[src/rtl/functionality_pipe_if.sv]
// Operand/result handshake bundle for functionality_pipe.
//   io_in_*      : operand pair, mode and valid/ready from the producer
//   io_acc_clear : accumulator clear, independent of the handshake
//   io_out_*     : result, overflow flag and valid/ready to the consumer
// The slave modport is the pipe's view; master is the producer/consumer side.
interface functionality_pipe_if #(
    parameter int unsigned WIDTH = 16
) ();
    logic             io_in_valid;
    logic             io_in_ready;
    logic [WIDTH-1:0] io_in_x;
    logic [WIDTH-1:0] io_in_y;
    logic [2:0]       io_in_mode;
    logic             io_acc_clear;
    logic             io_out_valid;
    logic             io_out_ready;
    logic [WIDTH-1:0] io_out_z;
    logic             io_out_ovf;

    modport slave (
        input  io_in_valid, io_in_x, io_in_y, io_in_mode, io_acc_clear, io_out_ready,
        output io_in_ready, io_out_valid, io_out_z, io_out_ovf
    );

    modport master (
        output io_in_valid, io_in_x, io_in_y, io_in_mode, io_acc_clear, io_out_ready,
        input  io_in_ready, io_out_valid, io_out_z, io_out_ovf
    );
endinterface

[src/rtl/functionality_pipe.sv]
// Pipelined x/y -> z functionality unit with mode select, saturating
// accumulator, overflow flag and valid/ready on both sides.
//   clock : rising-edge clock
//   reset : asynchronous active-low reset
//   io    : functionality_pipe_if.slave handshake bundle
// The result is computed at acceptance into stage 0; the remaining stages only
// delay it. The whole pipe advances together or stalls together.
module functionality_pipe #(
    parameter int unsigned WIDTH  = 16,
    parameter int unsigned STAGES = 2
) (
    input logic                  clock,
    input logic                  reset,
    functionality_pipe_if.slave  io
);
    localparam int unsigned LAST = STAGES - 1;

    localparam logic [WIDTH-1:0] ALL_ONES = '1;

    localparam logic [2:0] MODE_LEGACY = 3'd0;
    localparam logic [2:0] MODE_AND    = 3'd1;
    localparam logic [2:0] MODE_OR     = 3'd2;
    localparam logic [2:0] MODE_XOR    = 3'd3;
    localparam logic [2:0] MODE_SADD   = 3'd4;
    localparam logic [2:0] MODE_ACC    = 3'd5;

    logic                         advance_c;
    logic                         accept_c;
    logic [WIDTH-1:0]             acc_q;
    logic [WIDTH-1:0]             acc_base_c;
    logic [WIDTH-1:0]             acc_next_c;
    logic [WIDTH:0]               add_sum_c;
    logic [WIDTH:0]               acc_sum_c;
    logic [WIDTH-1:0]             z_c;
    logic                         ovf_c;

    logic [STAGES-1:0]            vld_q;
    logic [STAGES-1:0]            vld_d;
    logic [STAGES-1:0]            ovf_q;
    logic [STAGES-1:0]            ovf_d;
    logic [STAGES-1:0][WIDTH-1:0] z_q;
    logic [STAGES-1:0][WIDTH-1:0] z_d;

    // Global stall: depends only on registered out_valid and the consumer's ready.
    assign advance_c      = !vld_q[LAST] || io.io_out_ready;
    assign accept_c       = io.io_in_valid && advance_c;
    assign io.io_in_ready = advance_c;

    // Result computation for the operand pair being accepted.
    always_comb begin
        z_c        = '0;
        ovf_c      = 1'b0;
        // Clear takes precedence over the old value when it coincides with an ACC op.
        acc_base_c = io.io_acc_clear ? '0 : acc_q;
        add_sum_c  = {1'b0, io.io_in_x} + {1'b0, io.io_in_y};
        acc_sum_c  = {1'b0, acc_base_c} + {1'b0, io.io_in_x & io.io_in_y};
        acc_next_c = acc_sum_c[WIDTH] ? ALL_ONES : acc_sum_c[WIDTH-1:0];
        case (io.io_in_mode)
            MODE_LEGACY: z_c = (io.io_in_x & io.io_in_y) | (~io.io_in_x & io.io_in_y);
            MODE_AND:    z_c = io.io_in_x & io.io_in_y;
            MODE_OR:     z_c = io.io_in_x | io.io_in_y;
            MODE_XOR:    z_c = io.io_in_x ^ io.io_in_y;
            MODE_SADD: begin
                z_c   = add_sum_c[WIDTH] ? ALL_ONES : add_sum_c[WIDTH-1:0];
                ovf_c = add_sum_c[WIDTH];
            end
            MODE_ACC: begin
                z_c   = acc_next_c;
                ovf_c = acc_sum_c[WIDTH];
            end
            default: begin
                z_c   = '0;
                ovf_c = 1'b1;
            end
        endcase
    end

    // Accumulator: updated by accepted ACC ops, cleared by io_acc_clear otherwise.
    always_ff @(posedge clock or negedge reset) begin
        if (!reset) begin
            acc_q <= '0;
        end else if (accept_c && (io.io_in_mode == MODE_ACC)) begin
            acc_q <= acc_next_c;
        end else if (io.io_acc_clear) begin
            acc_q <= '0;
        end
    end

    // Stage inputs: stage 0 takes the new result, later stages take their predecessor.
    assign vld_d[0] = accept_c;
    assign z_d[0]   = accept_c ? z_c : '0;
    assign ovf_d[0] = accept_c && ovf_c;

    for (genvar s = 1; s < STAGES; s++) begin : g_shift
        assign vld_d[s] = vld_q[s-1];
        assign z_d[s]   = z_q[s-1];
        assign ovf_d[s] = ovf_q[s-1];
    end

    // Pipeline registers; bubbles travel with the data and are not squeezed.
    always_ff @(posedge clock or negedge reset) begin
        if (!reset) begin
            vld_q <= '0;
            z_q   <= '0;
            ovf_q <= '0;
        end else if (advance_c) begin
            vld_q <= vld_d;
            z_q   <= z_d;
            ovf_q <= ovf_d;
        end
    end

    assign io.io_out_valid = vld_q[LAST];
    assign io.io_out_z     = z_q[LAST];
    assign io.io_out_ovf   = ovf_q[LAST];
endmodule

[src/flat_wrapper.sv]
// flat-port wrapper written by rule: the top's interface ports become plain ports
module functionality_pipe_flat 
#(
    parameter int unsigned WIDTH  = 16,
    parameter int unsigned STAGES = 2
)
  (clock, reset, io_io_in_valid, io_io_in_x, io_io_in_y, io_io_in_mode, io_io_acc_clear, io_io_out_ready, io_io_in_ready, io_io_out_valid, io_io_out_z, io_io_out_ovf);
  functionality_pipe_if #(.WIDTH(WIDTH)) io_i ();
  input logic clock;
  input logic reset;
  input wire logic [$bits(io_i.io_in_valid)-1:0] io_io_in_valid;
  input wire logic [$bits(io_i.io_in_x)-1:0] io_io_in_x;
  input wire logic [$bits(io_i.io_in_y)-1:0] io_io_in_y;
  input wire logic [$bits(io_i.io_in_mode)-1:0] io_io_in_mode;
  input wire logic [$bits(io_i.io_acc_clear)-1:0] io_io_acc_clear;
  input wire logic [$bits(io_i.io_out_ready)-1:0] io_io_out_ready;
  output wire logic [$bits(io_i.io_in_ready)-1:0] io_io_in_ready;
  output wire logic [$bits(io_i.io_out_valid)-1:0] io_io_out_valid;
  output wire logic [$bits(io_i.io_out_z)-1:0] io_io_out_z;
  output wire logic [$bits(io_i.io_out_ovf)-1:0] io_io_out_ovf;
  assign io_i.io_in_valid = io_io_in_valid;
  assign io_i.io_in_x = io_io_in_x;
  assign io_i.io_in_y = io_io_in_y;
  assign io_i.io_in_mode = io_io_in_mode;
  assign io_i.io_acc_clear = io_io_acc_clear;
  assign io_i.io_out_ready = io_io_out_ready;
  assign io_io_in_ready = io_i.io_in_ready;
  assign io_io_out_valid = io_i.io_out_valid;
  assign io_io_out_z = io_i.io_out_z;
  assign io_io_out_ovf = io_i.io_out_ovf;
  functionality_pipe #(.WIDTH(WIDTH), .STAGES(STAGES)) u_core (.clock(clock), .reset(reset), .io(io_i));
endmodule
[config.mk]
export PLATFORM = sky130hd
export DESIGN_NAME = functionality_pipe_flat
export DESIGN_NICKNAME = d
export VERILOG_FILES = /design/src/rtl/functionality_pipe_if.sv /design/src/rtl/functionality_pipe.sv /design/src/flat_wrapper.sv
export SDC_FILE = /design/constraint.sdc
export NUM_CORES = 1
export LEC_CHECK = 0
export CORE_MARGIN = 4
export CORE_UTILIZATION = 25
export CTS_BUF_LIST = sky130_fd_sc_hd__clkbuf_2 sky130_fd_sc_hd__clkbuf_4 sky130_fd_sc_hd__clkbuf_8
export DETAILED_ROUTE_END_ITERATION = 7
export PLACE_DENSITY_LB_ADDON = 0.1
export RECOVER_POWER = 25
export SYNTH_ARGS = -nofsm -noshare
export SYNTH_HDL_FRONTEND = slang
export SYNTH_SLANG_ARGS = --single-unit
[constraint.sdc]
create_clock -name clock -period 3 [get_ports clock]
set_input_delay 0.75 -clock clock [delete_from_list [all_inputs] [get_ports clock]]
set_output_delay 0.75 -clock clock [all_outputs]
set_load 0.01 [all_outputs]
==> results of run 1 <==
-- metal layers --
layer	GRT usage, %	vias up	share of wire (%)	wire, um
met2	23.9	98	43	8040
li1	-	2877	-	-
met5	0	-	0	0
met3	0.951	16	3.0	557
met1	24.0	2612	52	9710
met4	2.90	0	1.2	230
-- registers in the layout, indices dropped and copies added (netlist names) --
signal / cells
u_core.acc_q: 16
u_core.io.io_out_z: 16
u_core.ovf_q: 2
u_core.vld_q: 2
u_core.z_d: 16
-- path summary, 6_finish.rpt --
kind                                              from                      to  slack (ns)  cells after the start
worst max register to register        u_core.acc_q[10]          u_core.z_d[24]        0.17                     11
worst max-delay path                   io_io_acc_clear          u_core.z_d[24]       -0.18                     14
worst min register to register  u_core.io.io_out_z[12]  u_core.io.io_out_z[12]        0.47                      2
min in group clock              u_core.io.io_out_z[12]  u_core.io.io_out_z[12]        0.47                      2
worst min-delay path                             reset   u_core.io.io_out_z[2]        0.38                      1
max in group asynchronous                        reset          u_core.z_d[22]        1.32                      2
-- layout make-up --
class / instances / share of cell area [%]
flip-flops and latches: 52 / 15.8
repair buffers: 245 / 24.4
clock buffers: 7 / 1.17
inverters: 48 / 2.19
multi-input cells: 565 / 52.2
well taps: 275 / 4.19
-- kinds of logic (layout without fill, tap and decap cells) --
family          after synthesis  after routing
compound gates              203            203
buf+inv                      89            300
mux                           3              3
fa+ha+maj                    68             68
simple gates                254            254
flops                        52             52
xor+xnor                     37             37
-- report_power, final --
group	switching (uW)	total, uW	leakage [uW]	internal, uW
Clock	229	435	0.0000503	206
Combinational	485	953	0.00306	468
Sequential	34.9	791	0.000704	756
-- cells in the mapped netlist (all sizes together), types with 4 or more instances --
| master | number | share of area [%] |
|---|---|---|
| a31oi | 12 | 1.4 |
| o31ai | 4 | 0.56 |
| a221oi | 5 | 0.93 |
| xnor2 | 26 | 4.2 |
| clkbuf | 26 | 1.8 |
| buf | 15 | 1.5 |
| a21o | 7 | 0.97 |
| inv | 48 | 3.3 |
| nand3b | 6 | 0.84 |
| and3 | 4 | 0.46 |
| o21ai | 52 | 4.8 |
| xor2 | 11 | 1.8 |
| a211oi | 17 | 2.5 |
| nor3 | 16 | 1.5 |
| a21oi | 53 | 4.9 |
| a41oi | 4 | 1.0 |
| and3b | 4 | 0.65 |
| nand2b | 5 | 0.58 |
| nand2 | 114 | 7.9 |
| nor2 | 54 | 3.9 |
| nand3 | 9 | 0.84 |
| o211ai | 10 | 1.4 |
| o22ai | 7 | 0.81 |
| dfrtp | 52 | 24 |
| ha | 67 | 16 |
| nor2b | 25 | 2.9 |
-- layout by cell type, fill, tap and decap left out, drive strengths merged, types with 3 or more instances in the layout --
cell,netlist,final
buf,15,192
nand2,114,114
ha,67,67
nor2,54,54
a21oi,53,53
dfrtp,52,52
o21ai,52,52
inv,48,48
clkdlybuf4s50,0,31
xnor2,26,26
nor2b,25,25
a211oi,17,17
nor3,16,16
dlygate4sd2,0,14
a31oi,12,12
clkbuf,26,12
xor2,11,11
o211ai,10,10
nand3,9,9
a21o,7,7
o22ai,7,7
nand3b,6,6
nand2b,5,5
a221oi,5,5
and3b,4,4
and3,4,4
o31ai,4,4
a41oi,4,4
nand4,3,3
o21bai,3,3
a31o,3,3
clkdlybuf4s15,0,3
and2,3,3
a21boi,3,3
-- stage by stage --
| stage | setup slack (ns) | util (%) | instance area (sq um) | cells |
|---|---|---|---|---|
| floorplan | -0.336 | - | 5470 | 706 |
| global route | -0.262 | 39.0 | 8220 | 1192 |
| CTS | -0.175 | 38.1 | 8040 | 1191 |
| finish | -0.176 | 39.0 | 8220 | 1192 |
| detailed placement | -0.962 | 35.5 | 7480 | 1169 |
| global placement | -0.957 | 35.5 | 7480 | 1169 |
-- timing repair --
action,4_1_cts,5_1_grt
endpoints found under the setup margin,33,32
setup buffers,15,3
pin swaps,42,36
gates resized for setup,131,49
-- worst max-delay path, cell delays in order --
cell and delay [ns]:
buf_8 0.10, buf_6 0.12, buf_12 0.12, nor2b_4 0.16
ha_4 0.23, nand3b_1 0.07, o21ai_1 0.07, nand3b_1 0.21
or4_4 0.58, a41oi_4 0.30, nor2_4 0.13, nor2_4 0.12
o221ai_2 0.10, a221o_1 0.30
==> flow_summary.json, run 1 <==
{
  "yosys_warnings": 0,
  "ctsHoldBuffers": 0,
  "required_ns": 3.20,
  "yosysUniqueCellTypes": 70,
  "clkSlewWorstSetupHoldPaths_ns": 0.09,
  "synth_seq_cells": 52,
  "rows": 53,
  "start_util_pct": 25.6,
  "cts_tree": "built",
  "areaGrowthSynthToFinish_pct": 52.4,
  "cts_inserted_buffers": 5,
  "finalWorstSetupSlack_ns": -0.176,
  "synth_adder_area_share_pct": 15.9,
  "p_leak_uw": 0.00381,
  "tightest_slew_ns": 1.03,
  "nets": 1025,
  "wirelength_um": 18500,
  "finalSetupTns_ns": -2.56,
  "drt-wirelength-per-cell_um": 15.5,
  "p_per_area_nw_per_um2": 265,
  "n_antenna_cell": 0,
  "yosysSeqAreaShare_pct": 24.1,
  "regArea_sq_um": 1300,
  "dieArea_sq_um": 24000,
  "htreeDepth": 2,
  "fin_crit_sh_pct": 106,
  "cts.path.max_buffers": 2,
  "antenna_found_initial": 0,
  "irDropWorstVdd_uv": 184,
  "slew_headroom_pct": 31.5,
  "synthMuxAreaShare_pct": 0.580,
  "hpwl_um": 15000,
  "setup_viol": 27,
  "arrival_ns": 3.38,
  "syn-cell-area_sq_um": 5390,
  "grt_pass1_vias": 5662,
  "synth_compound_area_share_pct": 24.7,
  "ios": 59,
  "synth.avg_cell_area_sq_um": 7.63,
  "drc": 0,
  "drtIter0Drc": 294,
  "synth-xor-area-share_pct": 6.01,
  "die_width_um": 155,
  "crit_type": "input pin to flip-flop",
  "worstSetupStartpointType": "input pin",
  "die_height_um": 155,
  "async_reset_ff_share_pct": 100,
  "overflow": 0,
  "grt_pass1_wl_um": 30400,
  "drive_gt1_share_pct": 32.4,
  "root_buffer": "clkbuf_8",
  "cap_viol_max_count": 0,
  "fmax_mhz": 315,
  "dr.pass1.iters": 4,
  "outcome": "finished, violations left",
  "cp_max_fo": 8,
  "holdCritPathClass": "input pin to asynchronous set/reset pin",
  "violations": "setup timing",
  "clock-sinks": 52,
  "worstSkewPairLatency_ns": 0.31,
  "drv_slew": 0,
  "track_usage_pct": 15.5,
  "skew_ns": 0.0124,
  "synthesis.nets": 814,
  "drt-vias-per-instance": 4.70,
  "yosys.area_share.simple_pct": 21.9,
  "synth_flop_cell": "dfrtp_1",
  "rsz0062_at_grt": "true",
  "core_sq_um": 21100,
  "whs_ns": 0.380,
  "fill_cells": 2211,
  "multi_input_area_sq_um": 4290,
  "finalPower_uw": 2180,
  "globalplace.congestion": 0.830,
  "final-hold-violation-count": 0,
  "ant_nets": 0,
  "synth_top_family_by_area": "compound AO/OA/AOI/OAI gates",
  "port_buffers": 58,
  "period_needed_ns": 3.18,
  "vias": 5603,
  "synth-edff-count": 0,
  "grt_max_degree": 47,
  "worstSetupEndpointType": "flip-flop",
  "syn_inst": 706
}
Note: power is estimated with default switching activity, not from simulation.
==> inputs of run 2 (changes only) <==
--- a/config.mk
+++ b/config.mk
@@ -8,6 +8,7 @@
 export CORE_MARGIN = 4
 export CORE_UTILIZATION = 25
 export CTS_BUF_LIST = sky130_fd_sc_hd__clkbuf_2 sky130_fd_sc_hd__clkbuf_4 sky130_fd_sc_hd__clkbuf_8
+export CTS_CLUSTER_DIAMETER = 30
 export DETAILED_ROUTE_END_ITERATION = 7
 export PLACE_DENSITY_LB_ADDON = 0.1
 export RECOVER_POWER = 25
==> results of run 2 <==
Final layout, timing and power as in run 1 (identical DEF).
